==> config.mk <==
export PLATFORM = sky130hd
export DESIGN_NAME = regfile_arbiter
export DESIGN_NICKNAME = d
export VERILOG_FILES = /design/src/rtl/regfile_arbiter_pkg.sv /design/src/rtl/regfile_arbiter_rr_pick2.sv /design/src/rtl/regfile_arbiter.sv
export SDC_FILE = /design/constraint.sdc
export NUM_CORES = 1
export LEC_CHECK = 0
export BUFFER_PORTS_ARGS = -buffer_cell sky130_fd_sc_hd__buf_4
export CAP_MARGIN = 15
export CORE_MARGIN = 5
export CORE_UTILIZATION = 39
export DETAILED_ROUTE_END_ITERATION = 7
export PLACE_DENSITY_LB_ADDON = 0.12
export SKIP_CTS_REPAIR_TIMING = 1
export SLEW_MARGIN = 30
export SYNTH_ARGS = -nofsm -noshare
export SYNTH_HDL_FRONTEND = slang
export SYNTH_SLANG_ARGS = --single-unit
export TNS_END_PERCENT = 1
==> constraint.sdc <==
create_clock -name clk -period 2.3 [get_ports clk]
set_input_delay 0.115 -clock clk [delete_from_list [all_inputs] [get_ports clk]]
set_output_delay 0.115 -clock clk [all_outputs]
set_load 0.02 [all_outputs]
==> src/rtl/regfile_arbiter_pkg.sv <==
// ============================================================================
// Module  : regfile_arbiter_pkg
// Brief   : Shared widths and FSM encoding for the register-file arbiter.
// Revision: 1.0
// ============================================================================
`default_nettype none

package regfile_arbiter_pkg;
    localparam int RF_AW = 8;
    localparam int RF_DW = 8;

    typedef enum logic [1:0] {
        S_IDLE = 2'd0,
        S_OWN0 = 2'd1,
        S_OWN1 = 2'd2
    } state_t;
endpackage

`default_nettype wire

==> src/rtl/regfile_arbiter_rr_pick2.sv <==
// ============================================================================
// Module  : rr_pick2
// Brief   : Combinational 2-way round-robin chooser; a tie goes to the port
//           that did not own the bus last.
// Revision: 1.0
// ============================================================================
`default_nettype none

module rr_pick2 (
    input  logic req0,
    input  logic req1,
    input  logic last,
    output logic winner,
    output logic any
);
    assign any    = req0 | req1;
    assign winner = (req0 & req1) ? ~last : req1;
endmodule

`default_nettype wire

==> src/rtl/regfile_arbiter.sv <==
// ============================================================================
// Module  : regfile_arbiter
// Brief   : Burst round-robin arbiter sharing one 256x8 register file between
//           two requesters, with per-port registered read-valid.
// Revision: 1.0
// ============================================================================
`default_nettype none

module regfile_arbiter
    import regfile_arbiter_pkg::*;
#(
    parameter int BURST = 4
) (
    input  logic             clk,
    input  logic             rst_n,
    input  logic             req0,
    input  logic             we0,
    input  logic [RF_AW-1:0] addr0,
    input  logic [RF_DW-1:0] wdata0,
    output logic             gnt0,
    output logic             rvalid0,
    input  logic             req1,
    input  logic             we1,
    input  logic [RF_AW-1:0] addr1,
    input  logic [RF_DW-1:0] wdata1,
    output logic             gnt1,
    output logic             rvalid1,
    output logic [RF_DW-1:0] rdata,
    output logic [RF_AW-1:0] rf_raddr,
    output logic [RF_AW-1:0] rf_waddr,
    output logic             rf_ren,
    output logic             rf_wen,
    output logic [RF_DW-1:0] rf_wdata,
    input  logic [RF_DW-1:0] rf_rdata
);
    localparam logic [3:0] c_cnt_max = 4'(BURST - 1);

    state_t     r_state;
    logic [3:0] r_cnt;
    logic       r_last;
    logic       r_rvalid0;
    logic       r_rvalid1;

    logic             w_acc0;
    logic             w_acc1;
    logic             w_win;
    logic             w_any;
    logic             w_we;
    logic [RF_AW-1:0] w_addr;
    logic [RF_DW-1:0] w_wdata;

    rr_pick2 u_pick (
        .req0   (req0),
        .req1   (req1),
        .last   (r_last),
        .winner (w_win),
        .any    (w_any)
    );

    assign gnt0    = (r_state == S_OWN0);
    assign gnt1    = (r_state == S_OWN1);
    assign w_acc0  = gnt0 & req0;
    assign w_acc1  = gnt1 & req1;
    assign rvalid0 = r_rvalid0;
    assign rvalid1 = r_rvalid1;
    assign rdata   = rf_rdata;

    // Only one port can hold the grant, so the owner's fields are selected.
    always_comb begin
        w_we     = w_acc1 ? we1    : we0;
        w_addr   = w_acc1 ? addr1  : addr0;
        w_wdata  = w_acc1 ? wdata1 : wdata0;
        rf_wen   = 1'b0;
        rf_ren   = 1'b0;
        rf_waddr = '0;
        rf_raddr = '0;
        rf_wdata = '0;
        if (w_acc0 | w_acc1) begin
            if (w_we) begin
                rf_wen   = 1'b1;
                rf_waddr = w_addr;
                rf_wdata = w_wdata;
            end else begin
                rf_ren   = 1'b1;
                rf_raddr = w_addr;
            end
        end
    end

    always_ff @(posedge clk or negedge rst_n) begin
        if (!rst_n) begin
            r_state   <= S_IDLE;
            r_cnt     <= 4'd0;
            r_last    <= 1'b1;
            r_rvalid0 <= 1'b0;
            r_rvalid1 <= 1'b0;
        end else begin
            r_rvalid0 <= w_acc0 & ~we0;
            r_rvalid1 <= w_acc1 & ~we1;
            case (r_state)
                S_IDLE: begin
                    if (w_any) begin
                        r_state <= w_win ? S_OWN1 : S_OWN0;
                        r_cnt   <= 4'd0;
                        r_last  <= w_win;
                    end
                end
                S_OWN0: begin
                    if (!req0) begin
                        r_cnt <= 4'd0;
                        if (req1) begin
                            r_state <= S_OWN1;
                            r_last  <= 1'b1;
                        end else begin
                            r_state <= S_IDLE;
                        end
                    end else if (w_acc0 && r_cnt == c_cnt_max && req1) begin
                        r_state <= S_OWN1;
                        r_cnt   <= 4'd0;
                        r_last  <= 1'b1;
                    end else if (r_cnt != c_cnt_max) begin
                        r_cnt <= r_cnt + 4'd1;
                    end
                end
                S_OWN1: begin
                    if (!req1) begin
                        r_cnt <= 4'd0;
                        if (req0) begin
                            r_state <= S_OWN0;
                            r_last  <= 1'b0;
                        end else begin
                            r_state <= S_IDLE;
                        end
                    end else if (w_acc1 && r_cnt == c_cnt_max && req0) begin
                        r_state <= S_OWN0;
                        r_cnt   <= 4'd0;
                        r_last  <= 1'b0;
                    end else if (r_cnt != c_cnt_max) begin
                        r_cnt <= r_cnt + 4'd1;
                    end
                end
                default: begin
                    r_state <= S_IDLE;
                    r_cnt   <= 4'd0;
                end
            endcase
        end
    end
endmodule

`default_nettype wire

==> impl_metrics.tcl <==
set metrics [dict create \
    die_w_microns 61.3 \
    die-area_sq_mm 0.00376 \
    netlist.area_leader.share_pct 19.5 \
    synth-simple-area-share_pct 27.0 \
    synthToLayoutAreaGrowth_pct 47.8 \
    placedCellCount 215 \
    setup-violations-final 0 \
    vias 1114 \
    num_rows 18 \
    p_clk_share_pct 10.0 \
    tns_ns 0 \
    seqPwrFrac_pct 19.3 \
    worstMarginPinSlew_ns 0.404 \
    leakage_nw 0.792 \
    hold_viol 0 \
    syn_nets 182 \
    path_class "reg2out" \
    critPathBufInv 3 \
    synth-seq-cells 9 \
    antennaDiodeCount 0 \
    endpoint_kind "output port" \
    synth_top_family_by_area "simple AND/OR/NAND/NOR gates" \
    cpMostUsedCell "buf_4" \
    combPwrFrac_pct 70.7 \
    synthTopCellsByArea "dfrtp_1 (20%), nand2_1 (9.1%), mux2i_1 (7.8%)" \
    synth_top_cell_by_area "dfrtp_1" \
    grt.overflow.total 0 \
    syn_avg_cell_area_sq_um 7.83 \
    ir_drop_uv 600 \
    cts_tree "built" \
    yosysMostFrequentCell "nand2_1" \
    dp_hpwl_microns 2630 \
    portBuffers 67 \
    maxSlewViolCount 0 \
    nFillCells 238 \
    yosys-top-cells-count "nand2_1 (25), nor2_1 (20), a21oi_1 (12)" \
    max-cap-violations 0 \
    cts_buffers 3 \
    status "finished clean" \
    post-route-util_pct 60.7 \
    first_iter_violations 55 \
    p_int_uw 682 \
    yosys_warnings 0 \
    synth.distinct_cells 32 \
    via_per_inst 5.04 \
    grt_pass1_vias 1014 \
    synth-seq-area-share_pct 22.1 \
    root_buffer "clkbuf_4" \
    power.total_mw 1.27 \
    synth-xor-area-share_pct 0 \
    cts.sinks 9 \
    synth-compound-area-share_pct 19.0 \
    max_freq_mhz 466 \
    ant_nets 0 \
    grt_max_degree 18 \
    cp.required_ns 2.18 \
    insertion_delay_ns 0.27 \
    worstSetupStartpointType "flop" \
    die_h_microns 61.3 \
    synthCells 131 \
    fin_skew_ns 0.000363 \
    critPathMaxFanout 10 \
    wirelength_microns 3200 \
    dr.pass1.iters 4 \
    power_density_mw_per_mm2 838 \
    min_path_type "in2reg" \
    crit_slowest_cell "dfrtp_1" \
    nNetsFinal 243 \
    synth_edf_count 0 \
    start_util_pct 41.0 \
    critPathMaxStageDelay_ns 0.42 \
    coreArea_sq_mm 0.00250 \
    wire_per_inst_microns 14.5 \
    path_delay_family "buffers and inverters" \
    drcViolationCount 0 \
    synth-async-reset-ratio_pct 100 \
    rsz0062_at_grt "false" \
    final_cells 221 \
    ys.flop_type "dfrtp_1" \
    cp_data_arrival_time_ns 2.03 \
    switchingPower_uw 589 \
    layout-drive-gt1-share_pct 46.1 \
    ctsHtreeMaxLevel 1 \
    ios 84 \
    muxShareOfSynthArea_pct 11.1 \
    synth_fa_ha_area_share_pct 6.10 \
    slew_headroom_pct 73.1 \
    finalCritPeriodShare_pct 93.3 \
    regToRegSetupSlack_ns 0.43 \
    swShare_pct 46.4 \
    clockBufferDepth 2 \
    antenna_found_initial 0 \
    synthesis.area_sq_mm 0.00103 \
    path_clk_slew_ns 0.06 \
    place_congestion 0.753 \
    crit_chain "inv_1, ha_1, and2_2, buf_4, mux2i_1, nor2_1, buf_4" \
    fin_crit_ns 2.14 \
    track_usage_pct 16.0 \
    grt_pass1_wl_microns 4530 \
]
-- worst paths after layout --
path	start	endpoint	cells past startpoint
worst max-delay path	r_state[0]	rf_raddr[6]	7
worst min-delay path	we1	rvalid1	2
worst max register to register	r_cnt[0]	r_state[1]	5
worst min register to register	r_cnt[3]	r_cnt[3]	1
max in group asynchronous	rst_n	r_last	2
min in group asynchronous	rst_n	r_cnt[2]	2
-- logic make-up after synthesis --
family                     Yosys count
buffers and inverters               22
and+or+nand+nor                     57
DFF                                  9
AOI/OAI and AO/OA                   27
adders and majority gates            5
muxes                               11
-- metal layers --
metal	GRT usage (%)	vias to the layer above	wire length, microns
met3	4.82	2	247
met4	3.72	0	19
li1	-	560	-
met5	0	-	0
met1	20.0	509	1210
met2	27.0	43	1720
-- through the flow --
stage	hold slack [ns]	setup slack [ns]	instance area [sq um]
after floorplan	-0.181	0.372	1030
after global placement	-0.0531	0.402	1460
after detailed placement	-0.0513	0.376	1460
after CTS	-0.346	0.0646	1480
after global routing	0.0398	0.0152	1520
final	0.0524	0.155	1520
-- worst reg2reg max path, delay by kind of cell, from the launching register on --
kind,cells,cell delay [ns]
muxes,1,0.38
adders and majority gates,1,0.23
DFF,1,0.41
and+or+nand+nor,2,0.58
AOI/OAI and AO/OA,1,0.16
-- registers in the layout, summed over array words and instances (netlist names) --
name     flops
r_cnt        4
r_state      2
r_last       1
rvalid0      1
rvalid1      1
-- final cells by class --
type | instances | area, sq um | share of cell area (%)
well taps | 30 | 37.5 | 2.48
repair buffers | 71 | 548 | 36.1
multi-input cells | 100 | 652 | 43.0
clock buffers | 4 | 26.3 | 1.73
inverters | 7 | 26.3 | 1.73
flip-flops and latches | 9 | 226 | 14.9
-- cell usage in the layout, fill, tap and decap left out --
cell           instances
buf_4                 69
nand2_1               24
nor2_1                20
a21oi_1               12
mux2i_1                8
dfrtp_1                8
inv_1                  7
ha_1                   5
nand3_1                4
mux2_2                 3
clkbuf_4               3
a21oi_2                2
nor3b_4                2
nand3b_1               2
a31oi_1                2
and2_2                 1
nand2_2                1
nor2_2                 1
a22oi_4                1
a22o_1                 1
a31o_2                 1
o31ai_1                1
o21ai_0                1
nand2b_1               1
a2111oi_2              1
nor3_4                 1
a21o_1                 1
a221oi_1               1
o22ai_1                1
o2bb2ai_1              1
a211oi_1               1
clkbuf_1               1
dlygate4sd3_1          1
dfstp_2                1
buf_12                 1
-- power by group through the flow --
stage	Combinational [mW]	Clock [mW]	Sequential [mW]
2_1_floorplan	0.641	0	0.242
3_5_place_dp	0.870	0	0.247
4_1_cts	0.872	0.133	0.245
3_3_place_gp	0.855	0	0.242
5_1_grt	0.970	0.142	0.250
6_report	0.898	0.127	0.246
No activity file was read; power rests on OpenSTA's default activity.
